===== config.mk =====
export PLATFORM = sky130hd
export DESIGN_NAME = analog_axis_mux_flat
export DESIGN_NICKNAME = d
export VERILOG_FILES = /design/src/rtl/analog_axis_pkg.sv /design/src/rtl/analog_axis_mux_if.sv /design/src/rtl/mouse_axis_accum.sv /design/src/rtl/analog_axis_mux.sv /design/src/flat_wrapper.sv
export SDC_FILE = /design/constraint.sdc
export NUM_CORES = 1
export LEC_CHECK = 0
export BUFFER_PORTS_ARGS = -buffer_cell sky130_fd_sc_hd__buf_2
export CAP_MARGIN = 20
export CORE_MARGIN = 4
export CORE_UTILIZATION = 44
export DETAILED_ROUTE_END_ITERATION = 8
export HOLD_SLACK_MARGIN = 0.03
export PLACE_DENSITY = 0.77
export SLEW_MARGIN = 25
export SYNTH_ARGS = -nofsm -noshare
export SYNTH_HDL_FRONTEND = slang
export SYNTH_SLANG_ARGS = --single-unit

===== constraint.sdc =====
create_clock -name clk_sys -period 2.6 [get_ports clk_sys]
set_clock_uncertainty 0.05 [all_clocks]
set_input_delay 0.13 -clock clk_sys [delete_from_list [all_inputs] [get_ports clk_sys]]
set_output_delay 0.13 -clock clk_sys [all_outputs]
set_load 0.02 [all_outputs]

===== src/rtl/analog_axis_pkg.sv =====
// analog_axis_pkg: shared types and ADC conversion helpers for the analog joystick mux
package analog_axis_pkg;
  typedef enum logic {JOY, MOUSE} axis_mode_t;
  localparam logic [11:0] ADC_CENTER = 12'h7F7;
  typedef struct packed {
    logic [11:0] x;
    logic [11:0] y;
    logic        fire_n;
  } adc_port_t;
  localparam adc_port_t PORT_RESET = '{x: ADC_CENTER, y: ADC_CENTER, fire_n: 1'b1};
  // Offset-binary, inverted axis, low nibble replicated to span the full 12-bit range
  function automatic logic [11:0] to_adc12(input logic signed [7:0] v);
    logic [7:0] u;
    u = 8'hFF - {~v[7], v[6:0]};
    return {u, u[7:4]};
  endfunction
  function automatic logic signed [8:0] sat8(input logic signed [9:0] v);
    return v > 10'sd127 ? 9'sd127 : v < -10'sd128 ? -9'sd128 : v[8:0];
  endfunction
endpackage


===== src/rtl/analog_axis_mux_if.sv =====
// analog_axis_mux_if: joystick/mouse inputs from hps_io and ADC-style port outputs to the core
interface analog_axis_mux_if;
  logic [24:0] ps2_mouse;
  logic        mouse_en;
  logic        swap;
  logic        recenter;
  logic [15:0] joy1;
  logic [15:0] joy2;
  logic [7:0]  joy1_x;
  logic [7:0]  joy1_y;
  logic [7:0]  joy2_x;
  logic [7:0]  joy2_y;
  logic [11:0] j1_x;
  logic [11:0] j1_y;
  logic        j1_fire_n;
  logic [11:0] j2_x;
  logic [11:0] j2_y;
  logic        j2_fire_n;
  logic        mouse_active;
  modport master (
    output ps2_mouse, mouse_en, swap, recenter, joy1, joy2, joy1_x, joy1_y, joy2_x, joy2_y,
    input  j1_x, j1_y, j1_fire_n, j2_x, j2_y, j2_fire_n, mouse_active
  );
  modport slave (
    input  ps2_mouse, mouse_en, swap, recenter, joy1, joy2, joy1_x, joy1_y, joy2_x, joy2_y,
    output j1_x, j1_y, j1_fire_n, j2_x, j2_y, j2_fire_n, mouse_active
  );
endinterface


===== src/rtl/mouse_axis_accum.sv =====
// mouse_axis_accum: integrates one mouse axis delta with halving, per-packet clamp and 8-bit saturation
module mouse_axis_accum
  import analog_axis_pkg::*;
#(
  parameter int DELTA_MAX = 10
) (
  input  logic              clk,
  input  logic              rst,
  input  logic              sign_i,
  input  logic [7:0]        mag_i,
  input  logic              stroke_i,
  input  logic              clear_i,
  input  logic              negate_i,
  output logic signed [8:0] acc_o
);
  localparam logic signed [9:0] LIM = 10'(DELTA_MAX);
  logic signed [8:0] acc_q, acc_d, d9;
  logic signed [9:0] dw, dc, sum;
  always_comb begin
    d9 = {sign_i, mag_i};
    dw = 10'(d9 >>> 1);
    dc = dw > LIM ? LIM : dw < -LIM ? -LIM : dw;
    sum = negate_i ? 10'(acc_q) - dc : 10'(acc_q) + dc;
    acc_d = clear_i ? '0 : stroke_i ? sat8(sum) : acc_q;
  end
  always_ff @(posedge clk or posedge rst)
    if (rst) acc_q <= '0;
    else acc_q <= acc_d;
  assign acc_o = acc_q;
endmodule


===== src/rtl/analog_axis_mux.sv =====
// analog_axis_mux: selects joystick or integrated PS/2 mouse for port A, swaps ports, converts to ADC codes
module analog_axis_mux
  import analog_axis_pkg::*;
#(
  parameter int DELTA_MAX = 10
) (
  input logic               clk_sys,
  input logic               reset,
  analog_axis_mux_if.slave  bus
);
  axis_mode_t        mode_q, mode_d;
  logic              old_stb_q, stroke, leave, a_fire;
  logic signed [8:0] ax, ay;
  logic [7:0]        a_x, a_y;
  adc_port_t         pa, pb, p1_d, p2_d, p1_q, p2_q;
  logic              mouse_active_q;
  logic              unused;
  assign unused = ^{bus.ps2_mouse[7:6], bus.ps2_mouse[3:2], bus.joy2[15:5], bus.joy2[3:0], ax[8], ay[8]};
  assign stroke = (old_stb_q != bus.ps2_mouse[24]) & bus.mouse_en;
  // Any digital joystick activity, a core reset or disabling the mouse hands port A back
  assign leave = |bus.joy1 | bus.recenter | ~bus.mouse_en;
  mouse_axis_accum #(.DELTA_MAX(DELTA_MAX)) u_x (
    .clk(clk_sys), .rst(reset), .sign_i(bus.ps2_mouse[4]), .mag_i(bus.ps2_mouse[15:8]),
    .stroke_i(stroke & ~leave), .clear_i(leave), .negate_i(1'b0), .acc_o(ax)
  );
  // Mouse Y grows upward while the ADC Y axis grows downward
  mouse_axis_accum #(.DELTA_MAX(DELTA_MAX)) u_y (
    .clk(clk_sys), .rst(reset), .sign_i(bus.ps2_mouse[5]), .mag_i(bus.ps2_mouse[23:16]),
    .stroke_i(stroke & ~leave), .clear_i(leave), .negate_i(1'b1), .acc_o(ay)
  );
  always_comb begin
    mode_d = leave ? JOY : stroke ? MOUSE : mode_q;
    a_x = mode_q == MOUSE ? ax[7:0] : bus.joy1_x;
    a_y = mode_q == MOUSE ? ay[7:0] : bus.joy1_y;
    a_fire = mode_q == MOUSE ? |bus.ps2_mouse[1:0] : bus.joy1[4];
    pa = '{x: to_adc12(a_x), y: to_adc12(a_y), fire_n: ~a_fire};
    pb = '{x: to_adc12(bus.joy2_x), y: to_adc12(bus.joy2_y), fire_n: ~bus.joy2[4]};
    p1_d = bus.swap ? pb : pa;
    p2_d = bus.swap ? pa : pb;
  end
  always_ff @(posedge clk_sys or posedge reset)
    if (reset) begin
      mode_q         <= JOY;
      old_stb_q      <= 1'b0;
      p1_q           <= PORT_RESET;
      p2_q           <= PORT_RESET;
      mouse_active_q <= 1'b0;
    end else begin
      mode_q         <= mode_d;
      old_stb_q      <= bus.ps2_mouse[24];
      p1_q           <= p1_d;
      p2_q           <= p2_d;
      mouse_active_q <= mode_q == MOUSE;
    end
  assign bus.j1_x         = p1_q.x;
  assign bus.j1_y         = p1_q.y;
  assign bus.j1_fire_n    = p1_q.fire_n;
  assign bus.j2_x         = p2_q.x;
  assign bus.j2_y         = p2_q.y;
  assign bus.j2_fire_n    = p2_q.fire_n;
  assign bus.mouse_active = mouse_active_q;
endmodule


===== src/flat_wrapper.sv =====
// flat-port wrapper written by rule: the top's interface ports become plain ports
module analog_axis_mux_flat import analog_axis_pkg::*;
#(
  parameter int DELTA_MAX = 10
)
  (clk_sys, reset, bus_ps2_mouse, bus_mouse_en, bus_swap, bus_recenter, bus_joy1, bus_joy2, bus_joy1_x, bus_joy1_y, bus_joy2_x, bus_joy2_y, bus_j1_x, bus_j1_y, bus_j1_fire_n, bus_j2_x, bus_j2_y, bus_j2_fire_n, bus_mouse_active);
  analog_axis_mux_if bus_i ();
  input logic clk_sys;
  input logic reset;
  input wire logic [$bits(bus_i.ps2_mouse)-1:0] bus_ps2_mouse;
  input wire logic [$bits(bus_i.mouse_en)-1:0] bus_mouse_en;
  input wire logic [$bits(bus_i.swap)-1:0] bus_swap;
  input wire logic [$bits(bus_i.recenter)-1:0] bus_recenter;
  input wire logic [$bits(bus_i.joy1)-1:0] bus_joy1;
  input wire logic [$bits(bus_i.joy2)-1:0] bus_joy2;
  input wire logic [$bits(bus_i.joy1_x)-1:0] bus_joy1_x;
  input wire logic [$bits(bus_i.joy1_y)-1:0] bus_joy1_y;
  input wire logic [$bits(bus_i.joy2_x)-1:0] bus_joy2_x;
  input wire logic [$bits(bus_i.joy2_y)-1:0] bus_joy2_y;
  output wire logic [$bits(bus_i.j1_x)-1:0] bus_j1_x;
  output wire logic [$bits(bus_i.j1_y)-1:0] bus_j1_y;
  output wire logic [$bits(bus_i.j1_fire_n)-1:0] bus_j1_fire_n;
  output wire logic [$bits(bus_i.j2_x)-1:0] bus_j2_x;
  output wire logic [$bits(bus_i.j2_y)-1:0] bus_j2_y;
  output wire logic [$bits(bus_i.j2_fire_n)-1:0] bus_j2_fire_n;
  output wire logic [$bits(bus_i.mouse_active)-1:0] bus_mouse_active;
  assign bus_i.ps2_mouse = bus_ps2_mouse;
  assign bus_i.mouse_en = bus_mouse_en;
  assign bus_i.swap = bus_swap;
  assign bus_i.recenter = bus_recenter;
  assign bus_i.joy1 = bus_joy1;
  assign bus_i.joy2 = bus_joy2;
  assign bus_i.joy1_x = bus_joy1_x;
  assign bus_i.joy1_y = bus_joy1_y;
  assign bus_i.joy2_x = bus_joy2_x;
  assign bus_i.joy2_y = bus_joy2_y;
  assign bus_j1_x = bus_i.j1_x;
  assign bus_j1_y = bus_i.j1_y;
  assign bus_j1_fire_n = bus_i.j1_fire_n;
  assign bus_j2_x = bus_i.j2_x;
  assign bus_j2_y = bus_i.j2_y;
  assign bus_j2_fire_n = bus_i.j2_fire_n;
  assign bus_mouse_active = bus_i.mouse_active;
  analog_axis_mux #(.DELTA_MAX(DELTA_MAX)) u_core (.clk_sys(clk_sys), .reset(reset), .bus(bus_i));
endmodule

**Word-level counts from Yosys, hierarchy flattened**

Index checks and enable logic that the tools add are counted.

- Memory bits (read-only): 0
- Bits in latches: 0
- Flip-flop bits (word level): 71
- RAM bits: 0
- Memories kept: 0
- Word-level logic and storage cells: 61

- Reductions and logical operators: 4
- Shift operators: 0
- Multiply operators: 0
- Equal/unequal tests: 1
- $add $sub $neg: 6
- Bitwise gates (word level): 12
- Div/mod/pow operators: 0
- Order comparisons: 8
- Muxes and demuxes: 19

Operators with widths:

| kind | number |
|---|---|
| 9-bit 2-to-1 mux | 8 |
| 25-bit 2-to-1 mux | 2 |
| 10-bit 2-to-1 mux | 4 |
| 8-bit subtractor (first input constant) | 4 |
| 10-bit by 8-bit > comparator with 1-bit output (second input constant) | 2 |
| 10-bit by 8-bit less-than comparator with 1-bit output (second input constant) | 2 |
| 8-bit by 5-bit > comparator with 1-bit output (second input constant) | 2 |
| 8-bit by 5-bit less-than comparator with 1-bit output (second input constant) | 2 |
| 8-bit 2-to-1 mux | 2 |
| 16-bit OR reduction | 1 |
| 9-bit by 10-bit adder with 10-bit output | 1 |
| 9-bit by 10-bit subtractor with 10-bit output | 1 |
| 1-bit inverter | 8 |
| 2-bit nonzero test | 2 |
| 1-bit 2-to-1 mux | 3 |
| 1-bit bitwise AND | 2 |
| 1-bit bitwise OR | 2 |
| 2-bit OR reduction | 1 |
| 1-bit inequality test | 1 |

**Longest topological paths before layout**

Gate-level depths: netlist of the first run.

- Depth after elaboration: 9
- Depth in mapped cells: 15
- Depth with buffers taken out: 15

**Modules after synthesis**

Synthesis of the first run repeated with hierarchy kept, for this count alone.

- Cells, all modules: 496
- Area total of the unflattened synthesis: 4296.6 um^2

Modules (own cells, without submodules):

| module | cells an instance | area each (um^2) | instances |
|---|---|---|---|
| mouse_axis_accum | 167 | 1287.5 | 2 |
| analog_axis_mux | 162 | 1721.7 | 1 |

**Least setup slack after synthesis of the first run**

OpenSTA, ideal clock, no wires.

- Path kind: in2reg
- From: in bus_ps2_mouse[21]
- To: reg u_core.u_y.acc_q[0], in the netlist u_core.u_y.acc_o[0]
- Stages: 14
- Data arrival time: 2983 ps
- Slack: -559 ps
- Cells stage by stage: nand4_1 > or2_2 > ha_1 > inv_1 > and3_1 > ha_1 > inv_1 > fa_1 > a211oi_2 > o21ai_1 > or3b_1 > a31o_1 > o2111a_1 > a221o_1

- Longest elaborated chain between the ends: 9

RTL lines:

| what | RTL line | source |
|---|---|---|
| start, declared | flat_wrapper.sv:10 | `input wire logic [$bits(bus_i.ps2_mouse)-1:0] bus_ps2_mouse;` |
| 8-bit by 5-bit less-than comparator with 1-bit output | mouse_axis_accum.sv:22 | `dc = dw > LIM ? LIM : dw < -LIM ? -LIM : dw;` |
| 10-bit 2-to-1 mux | mouse_axis_accum.sv:22 |  |
| 10-bit 2-to-1 mux (*) | mouse_axis_accum.sv:22 |  |
| 9-bit by 10-bit subtractor with 10-bit output (*) | mouse_axis_accum.sv:23 | `sum = negate_i ? 10'(acc_q) - dc : 10'(acc_q) + dc;` |
| 10-bit by 8-bit less-than comparator with 1-bit output | analog_axis_pkg.sv:18 | `return v > 10'sd127 ? 9'sd127 : v < -10'sd128 ? -9'sd128 : v[8:0];` |
| 9-bit 2-to-1 mux | analog_axis_pkg.sv:18 |  |
| 9-bit 2-to-1 mux (*) | analog_axis_pkg.sv:18 |  |
| 9-bit 2-to-1 mux (*) (2 in a row) | mouse_axis_accum.sv:24 | `acc_d = clear_i ? '0 : stroke_i ? sat8(sum) : acc_q;` |
| end signal, assigned | mouse_axis_accum.sv:27 | `if (rst) acc_q <= '0;` |
| end signal, assigned | mouse_axis_accum.sv:28 | `else acc_q <= acc_d;` |
| end, declared | mouse_axis_accum.sv:17 | `logic signed [8:0] acc_q, acc_d, d9;` |

Every way passes the cells marked *; elsewhere a longest branch is shown, timed or not. The select of a mux whose other input is x is not followed.
A chain may end at the register's enable or synchronous reset.

**Final worst setup path of the first run**

- From: in bus_ps2_mouse[14]
- To: reg u_core.u_x.acc_q[4], in the netlist u_core.u_x.acc_o[4]

- Longest elaborated chain between the ends: 9

RTL lines:

| what | RTL line |
|---|---|
| 8-bit by 5-bit less-than comparator with 1-bit output | mouse_axis_accum.sv:22 |
| 10-bit 2-to-1 mux | mouse_axis_accum.sv:22 |
| 10-bit 2-to-1 mux (*) | mouse_axis_accum.sv:22 |
| 9-bit by 10-bit adder with 10-bit output (*) | mouse_axis_accum.sv:23 |
| 10-bit by 8-bit less-than comparator with 1-bit output | analog_axis_pkg.sv:18 |
| 9-bit 2-to-1 mux | analog_axis_pkg.sv:18 |
| 9-bit 2-to-1 mux (*) | analog_axis_pkg.sv:18 |
| 9-bit 2-to-1 mux (*) (2 in a row) | mouse_axis_accum.sv:24 |
| end signal, assigned | mouse_axis_accum.sv:27 |
| end signal, assigned | mouse_axis_accum.sv:28 |
| end, declared | mouse_axis_accum.sv:17 |

Marks and branches as above.

==> key figures, run 1 <==
Setup path
  • Reg2Reg Depth: 10
  • Critical Path RT: 2740 ps
  • Worst Path Arrival: 2950 ps
  • Crit path launch: bus_ps2_mouse[14]
  • Worst Setup End Kind: register
  • Slack of the worst reg-to-reg path: 0 ps
  • Worst reg2reg path endpoint: u_core.u_y.acc_o[0]
  • CP Class: in2reg
  • Worst-path maximum fanout: 7
  • Setup crit start kind: primary input
  • Reg2reg start: u_core.u_y.acc_o[0]

Drt
  • First-pass iteration count of the detailed router: 6
  • Drt drc: 0
  • Avg Vias per Cell: 5.14
  • Drt wl/cell: approximately 15 um
  • Post-route ant nets: 0
  • Routed via count: between 3000 and 4000
  • Initial DRC count: about 120
  • Detailed Route WL: 9280 um

Synthesis
  • Post-synthesis mux area share: 13.3%
  • Synth Area in Adders: 8.55%
  • Largest family of logic cells by synthesized area: compound AO/OA/AOI/OAI gates
  • Count leader, synth: dfstp_2
  • Synth top area cells: dfstp_2 22%, dfrtp_1 18%, mux2i_1 8.2%
  • Mapped Avg Cell Area: 10.4 um^2
  • Xor/xnor share of the synthesized area: roughly 3%
  • Top cells by count, synth: 30 x dfstp_2, 29 x mux2i_1, 29 x nor2_1
  • Synth Area in Simple Gates: around 13%
  • Seq/Total Area, Yosys: approximately two fifths
  • Mapped Nets: 458
  • Yosys top cell by area: dfstp_2
  • Number of synthesized flops with an enable pin: 0
  • Synth cell types: 55
  • Synth Flop Type: dfstp_2
  • Yosys Warn Count: 0
  • Compound-Gate Fraction of Synth Area: 16.2%
  • Cells after Synth: around 340
  • Top cell type's share of synthesized area: 22.2%
  • Yosys reg bits: between 50 and 60
  • Mapped Area: roughly 3500 um^2
  • Fraction of registers with async set/reset: 100%

Clock tree
  • Clk root buf: clkbuf_8
  • Clock buffer depth: 2
  • Clock sink count: 55
  • CTS clk-pin slew, worst paths: about 90 ps
  • Num CTS Buffers: 5
  • CTS tree: built
  • H-tree depth: 2
  • Clock Latency Late Sink: roughly 300 ps

Timing
  • Max Freq: approximately 360 MHz
  • Final setup vio count: 14
  • Final Hold Fails: 0
  • Slew @ Worst Pin: 552 ps
  • Setup WS post-layout: -216 ps
  • Final Cycle Share: 108%
  • Tmin final: 2820 ps
  • Slew margin rel.: 63.1%
  • RSZ-0062 raised after global routing: yes
  • Setup TNS: -2760 ps
  • Fin. max-slew vios: 0

Place
  • Pre-CTS setup slack: -527 ps
  • Inst Count DP: roughly 590
  • Port bufs: 123
  • Hpwl dp: about 7200 um
  • Placed cell areas: around 4600 um^2
  • GP Congestion: 0.890

GRT
  • Vias in the first global route: 3339
  • First-pass GRT wire length: approximately 15000 um
  • Initial antenna violation count: 0
  • GRT overflow: 0
  • Largest net degree at the start of global routing: 48
  • Gr usage total: between 10% and 20%

Worst hold path
  • Hold_sp: bus_joy1_x[6]
  • Endpoint of the worst hold-timing path: u_core.bus.j1_x[10]
  • Hold path cells: 3
  • Hold crit path type: in2reg

Outcome
  • Failing checks: negative setup slack
  • Status: finished, violations left

Finish
  • Area grow syn2layout: 42.5%
  • Layout cell share with drive strength beyond 1: about 53%
  • Utilization after layout: around two thirds
  • Design Area, Final: ~5000 um^2
  • # diodes: 0
  • Non-filler instance count after layout: about 630
  • Nets: 640

Pwr
  • Worst VDD drop: between 0.0002 and 0.00025 V
  • Leak: 0.00254 uW
  • PwrDens: approximately 380 nW/um^2

Die
  • # IOs: between 100 and 150
  • Die Height: slightly below 100 um
  • Std cell rows: 32
  • Die X: 97.7 um
  • Die footprint: between 9000 and 10000 um^2
  • Area of the core: 7770 um^2
  • Initial Util: ~46%

Flow run
  • Max_cap viols: 0
==> layer usage <==
metal / global-route usage (%) / vias to the layer above / part of all wire (%)
met3: 3.29 / 9 / 5.2
met4: 5.86 / 0 / 1.5
li1: - / 1588 / -
met2: 35.2 / 100 / 52
met5: 0 / - / 0
met1: 22.1 / 1520 / 41
==> worst max-delay path, cell delays in order <==
cell and delay (ps):
buf_2 90, nand4_1 90, or2_4 260, ha_4 270
or3_4 370, ha_1 300, a211oi_1 250, o21bai_1 150
o21ai_2 210, xnor2_1 140, a21o_1 220, and2_4 180
a221o_1 290
==> stage by stage <==
step                      hold WS [ps]  power [uW]
final                             64.1        1920
after global routing              60.2        2020
after CTS                         51.3        1920
after detailed placement         -10.5        1430
after global placement           -15.7        1420
after floorplan                    111        1250
==> cell usage in the layout (no fill, tap or decap), types with 3 or more instances in the layout <==
cell type / count
xor2_1: 4
dfrtp_1: 25
dlygate4sd3_1: 19
a21oi_2: 3
nand2_1: 14
a21o_1: 12
o21ai_0: 9
dfstp_2: 30
inv_2: 5
nor2_1: 28
xnor2_1: 7
nor3_1: 4
ha_1: 17
buf_2: 114
inv_1: 8
nor4_1: 4
nand2b_1: 4
nor3_2: 3
o211ai_1: 3
o21ai_2: 3
ha_4: 3
buf_6: 10
clkbuf_8: 5
a221o_1: 12
a21oi_1: 19
buf_4: 58
o21a_1: 3
mux2i_1: 29
mux2_2: 16
and3_1: 7
==> flip-flops by register name (all words and copies together) (netlist names) <==
name,cells
u_core.bus.j2_x,8
u_core.bus.j1_fire_n,1
u_core.bus.j1_y,8
u_core.old_stb_q,1
u_core.bus.j2_fire_n,1
u_core.bus.j2_y,8
u_core.bus.j1_x,8
u_core.mode_q,1
u_core.u_x.acc_o,9
u_core.u_y.acc_o,9
u_core.bus.mouse_active,1
==> worst max path at each step <==
| stage | to |
|---|---|
| CTS | u_core.u_y.acc_o[0] |
| finish | u_core.u_x.acc_o[4] |
| detailed placement | u_core.u_y.acc_o[0] |
| floorplan | u_core.u_y.acc_o[0] |
| global route | u_core.u_x.acc_o[4] |
| global placement | u_core.u_y.acc_o[3] |
==> layout make-up <==
cell class | instances | area (um^2)
Timing Repair Buffer | 201 | 1310
Clock buffer | 5 | 68.8
Multi-Input combinational cell | 247 | 2060
Fill cell | 598 | 2720
Sequential cell | 55 | 1410
Inverter | 13 | 48.8
Clock inverter | 3 | 18.8
Tap cell | 102 | 128
==> power by group <==
group / switching, uW / total, uW / internal (uW)
combinational: 278 / 529 / 251
clock: 263 / 451 / 189
sequential: 14.1 / 937 / 923
total: 555 / 1920 / 1360
==> what timing repair did <==
item                                    in CTS  in global routing
resized for setup                           11                 14
endpoints found under the setup margin      13                 16
pin swaps                                    2                  6
buffers inserted                             3                  4
hold buffers                                19                  0
hold endpoints to repair                    43                  0
==> cell families (layout without fill, tap and decap cells) <==
kind of cell,count (synthesis),count (layout)
XOR/XNOR,12,12
multiplexers,45,45
flip-flops,55,55
buffers and inverters,39,222
AND/OR/NAND/NOR,87,87
AO/OA/AOI/OAI,80,80
adder cells (fa/ha/maj),23,23
No activity file was read; power rests on OpenSTA's default activity.
==> inputs of run 2 (changes only) <==
CAP_MARGIN = 25   (was 20)
CORE_ASPECT_RATIO = 0.6   (was unset)
==> run 2 against run 1 <==
Effect of this change: the flow still finishes with violations (negative setup slack); sequential power is essentially flat; die area rose by 0.49%; design area rose by 1.9%; sequential share of layout area down 0.52 points; critical path type unchanged; setup slack lost 97 ps; first-iteration DRC count grew 86%.
==> key figures, run 2 (synthesized netlist as in run 1, its figures left out) <==
Drt
  • Avg Vias per Cell: 5.18 (+0.86%)
  • Detailed Route WL: 9890 um (+6.6%)
  • Drt drc: 0 (unchanged)
  • Routed via count: 3281 (+2.0%)
  • First-pass iteration count of the detailed router: 4 (-2)
  • Drt wl/cell: 15.6 um (+5.4%)
  • Initial DRC count: 216 (+86%)
  • Post-route ant nets: 0 (unchanged)

Timing
  • RSZ-0062 raised after global routing: yes
  • Setup TNS: -2780 ps (-18.4 ps)
  • Slew margin rel.: 62.2% (-0.95 points)
  • Final Cycle Share: 112% (+3.7 points)
  • Tmin final: 2910 ps (+96.6 ps)
  • Fin. max-slew vios: 0 (unchanged)
  • Setup WS post-layout: -312 ps (-96.6 ps)
  • Slew @ Worst Pin: 567 ps (+14.3 ps)
  • Final setup vio count: 14 (unchanged)
  • Max Freq: 343 MHz (-3.3%)
  • Final Hold Fails: 0 (unchanged)

Finish
  • Seq. cell area: 1410 um^2 (unchanged)
  • Utilization after layout: 65.6% (+0.53 points)
  • Area occupied by multi-input gates: 2100 um^2 (+1.6%)
  • # diodes: 0 (unchanged)
  • Layout cell share with drive strength beyond 1: 53.9% (+0.66 points)
  • Area grow syn2layout: 45.3%
  • Commonest non-fill, non-tap cell in the layout: buf_2
  • Design Area, Final: 5150 um^2 (+1.9%)
  • Nets: 641 (+0.16%)
  • Fill count: 578 (-3.3%)
  • Commonest non-fill, non-tap cells in the layout: 116 x buf_2, 60 x buf_4, 30 x dfstp_2

GRT
  • Largest net degree at the start of global routing: 26 (-46%)
  • Initial antenna violation count: 0 (unchanged)
  • First-pass GRT wire length: 15900 um (+3.8%)
  • GRT overflow: 0 (unchanged)
  • Gr usage total: 20.8% (+1.9 points)
  • Vias in the first global route: 3272 (-2.0%)

Worst hold path
  • Hold path cells: 3 (unchanged)
  • Hold crit path type: in2reg
  • Hold_sp: bus_joy2_y[7]
  • Endpoint of the worst hold-timing path: u_core.bus.j2_y[3]

Die
  • Area of the core: 7850 um^2 (+1.1%)
  • Die Height: 77.5 um (-21%)
  • Die X: 124 um (+27%)
  • Initial Util: 45.1% (-0.49 points)
  • Std cell rows: 25 (-22%)
  • # IOs: 145 (unchanged)
  • Die footprint: 9600 um^2 (+0.49%)

Clock tree
  • CTS clk-pin slew, worst paths: 70 ps (-20 ps)
  • Clock buffer depth: 2 (unchanged)
  • Clock sink count: 55 (unchanged)
  • Clock Latency Late Sink: 290 ps (about the same)
  • Num CTS Buffers: 5 (unchanged)
  • Clk root buf: clkbuf_16
  • H-tree depth: 2 (unchanged)
  • CTS tree: built

Flow run
  • Max_cap viols: 0 (unchanged)

Pwr
  • Worst VDD drop: 0.000283 V (+30%)
  • Leak: 0.00258 uW (+1.6%)
  • PwrDens: 416 nW/um^2 (+9.7%)

Setup path
  • Worst Setup End Kind: register
  • Worst reg2reg path endpoint: u_core.u_y.acc_o[5]
  • Critical Path RT: 2720 ps (-20 ps)
  • Reg2reg start: u_core.u_y.acc_o[0]
  • Setup crit start kind: primary input
  • Worst Path Arrival: 3030 ps (+80 ps)
  • Slack of the worst reg-to-reg path: -110 ps (-110 ps)
  • Worst-path maximum fanout: 7 (unchanged)
  • CP Class: in2reg
  • Reg2Reg Depth: 10 (unchanged)

Outcome
  • Failing checks: negative setup slack
  • Status: finished, violations left

Place
  • Hpwl dp: 7900 um (+10%)
  • Pre-CTS setup slack: -586 ps (-59.7 ps)
  • Placed cell areas: 4670 um^2 (+1.5%)
  • GP Congestion: 0.840 (-5.6%)
  • Port bufs: 123 (unchanged)
## run 2: metrics by stage
| stage | cells | hold WS (ps) | power (uW) |
|---|---|---|---|
| 6_report | 633 | 40.7 | 2140 |
| 5_1_grt | 633 | 37.5 | 2240 |
| 4_1_cts | 632 | 41.3 | 2140 |
| 3_5_place_dp | 606 | 22.4 | 1450 |
| 3_3_place_gp | 606 | 14.2 | 1430 |
| 2_1_floorplan | 341 | 111 | 1250 |
## run 2: critical path: stages
cell	delay, ps
buf_6	70
nand4_1	90
or2_4	240
ha_4	250
inv_2	50
and3_4	180
ha_4	130
inv_2	40
fa_2	380
a211oi_4	300
o21ai_2	80
or3b_1	360
a31o_1	210
o2111a_2	200
a221o_1	300
## run 2: cell type report
class / instances / share of cell area [%]
multi-input cells: 247 / 40.7
repair buffers: 202 / 25.3
inverters: 13 / 0.948
well taps: 108 / 2.63
clock inverters: 3 / 0.486
flip-flops and latches: 55 / 27.5
clock buffers: 5 / 2.43
## run 2: how the worst max path moves through the flow
stage                                  from             endpoint  depth (start not counted)
after floorplan           bus_ps2_mouse[21]  u_core.u_y.acc_o[0]                         14
after global placement    bus_ps2_mouse[21]  u_core.u_y.acc_o[2]                         15
after detailed placement  bus_ps2_mouse[21]  u_core.u_y.acc_o[5]                         15
after CTS                 bus_ps2_mouse[21]  u_core.u_y.acc_o[5]                         15
after global routing      bus_ps2_mouse[21]  u_core.u_y.acc_o[5]                         15
final                     bus_ps2_mouse[21]  u_core.u_y.acc_o[5]                         15
## run 2: power breakdown
group	total [uW]	switching (uW)	internal, uW	leakage (uW)
sequential	939	15.5	923	0.000653
clock	663	303	360	0.0000700
combinational	540	286	254	0.00186
total	2140	604	1540	0.00258
## run 2: layer usage
layer	share of wire [%]	up-vias	wire length [um]	track usage (%)
li1	-	1602	-	-
met1	44	1550	4370	29.3
met2	47	115	4680	34.4
met3	7.1	14	701	1.82
met4	1.4	0	140	5.41
met5	0	-	0	0
## run 2: what timing repair did
| action | CTS | global route |
|---|---|---|
| hold buffers | 17 | 0 |
| endpoints found under the hold margin | 41 | 0 |
| gates cloned | 0 | 0 |
| pin swaps | 3 | 11 |
| gates resized for setup | 23 | 7 |
| setup buffers | 1 | 1 |
| setup endpoints to repair | 14 | 16 |
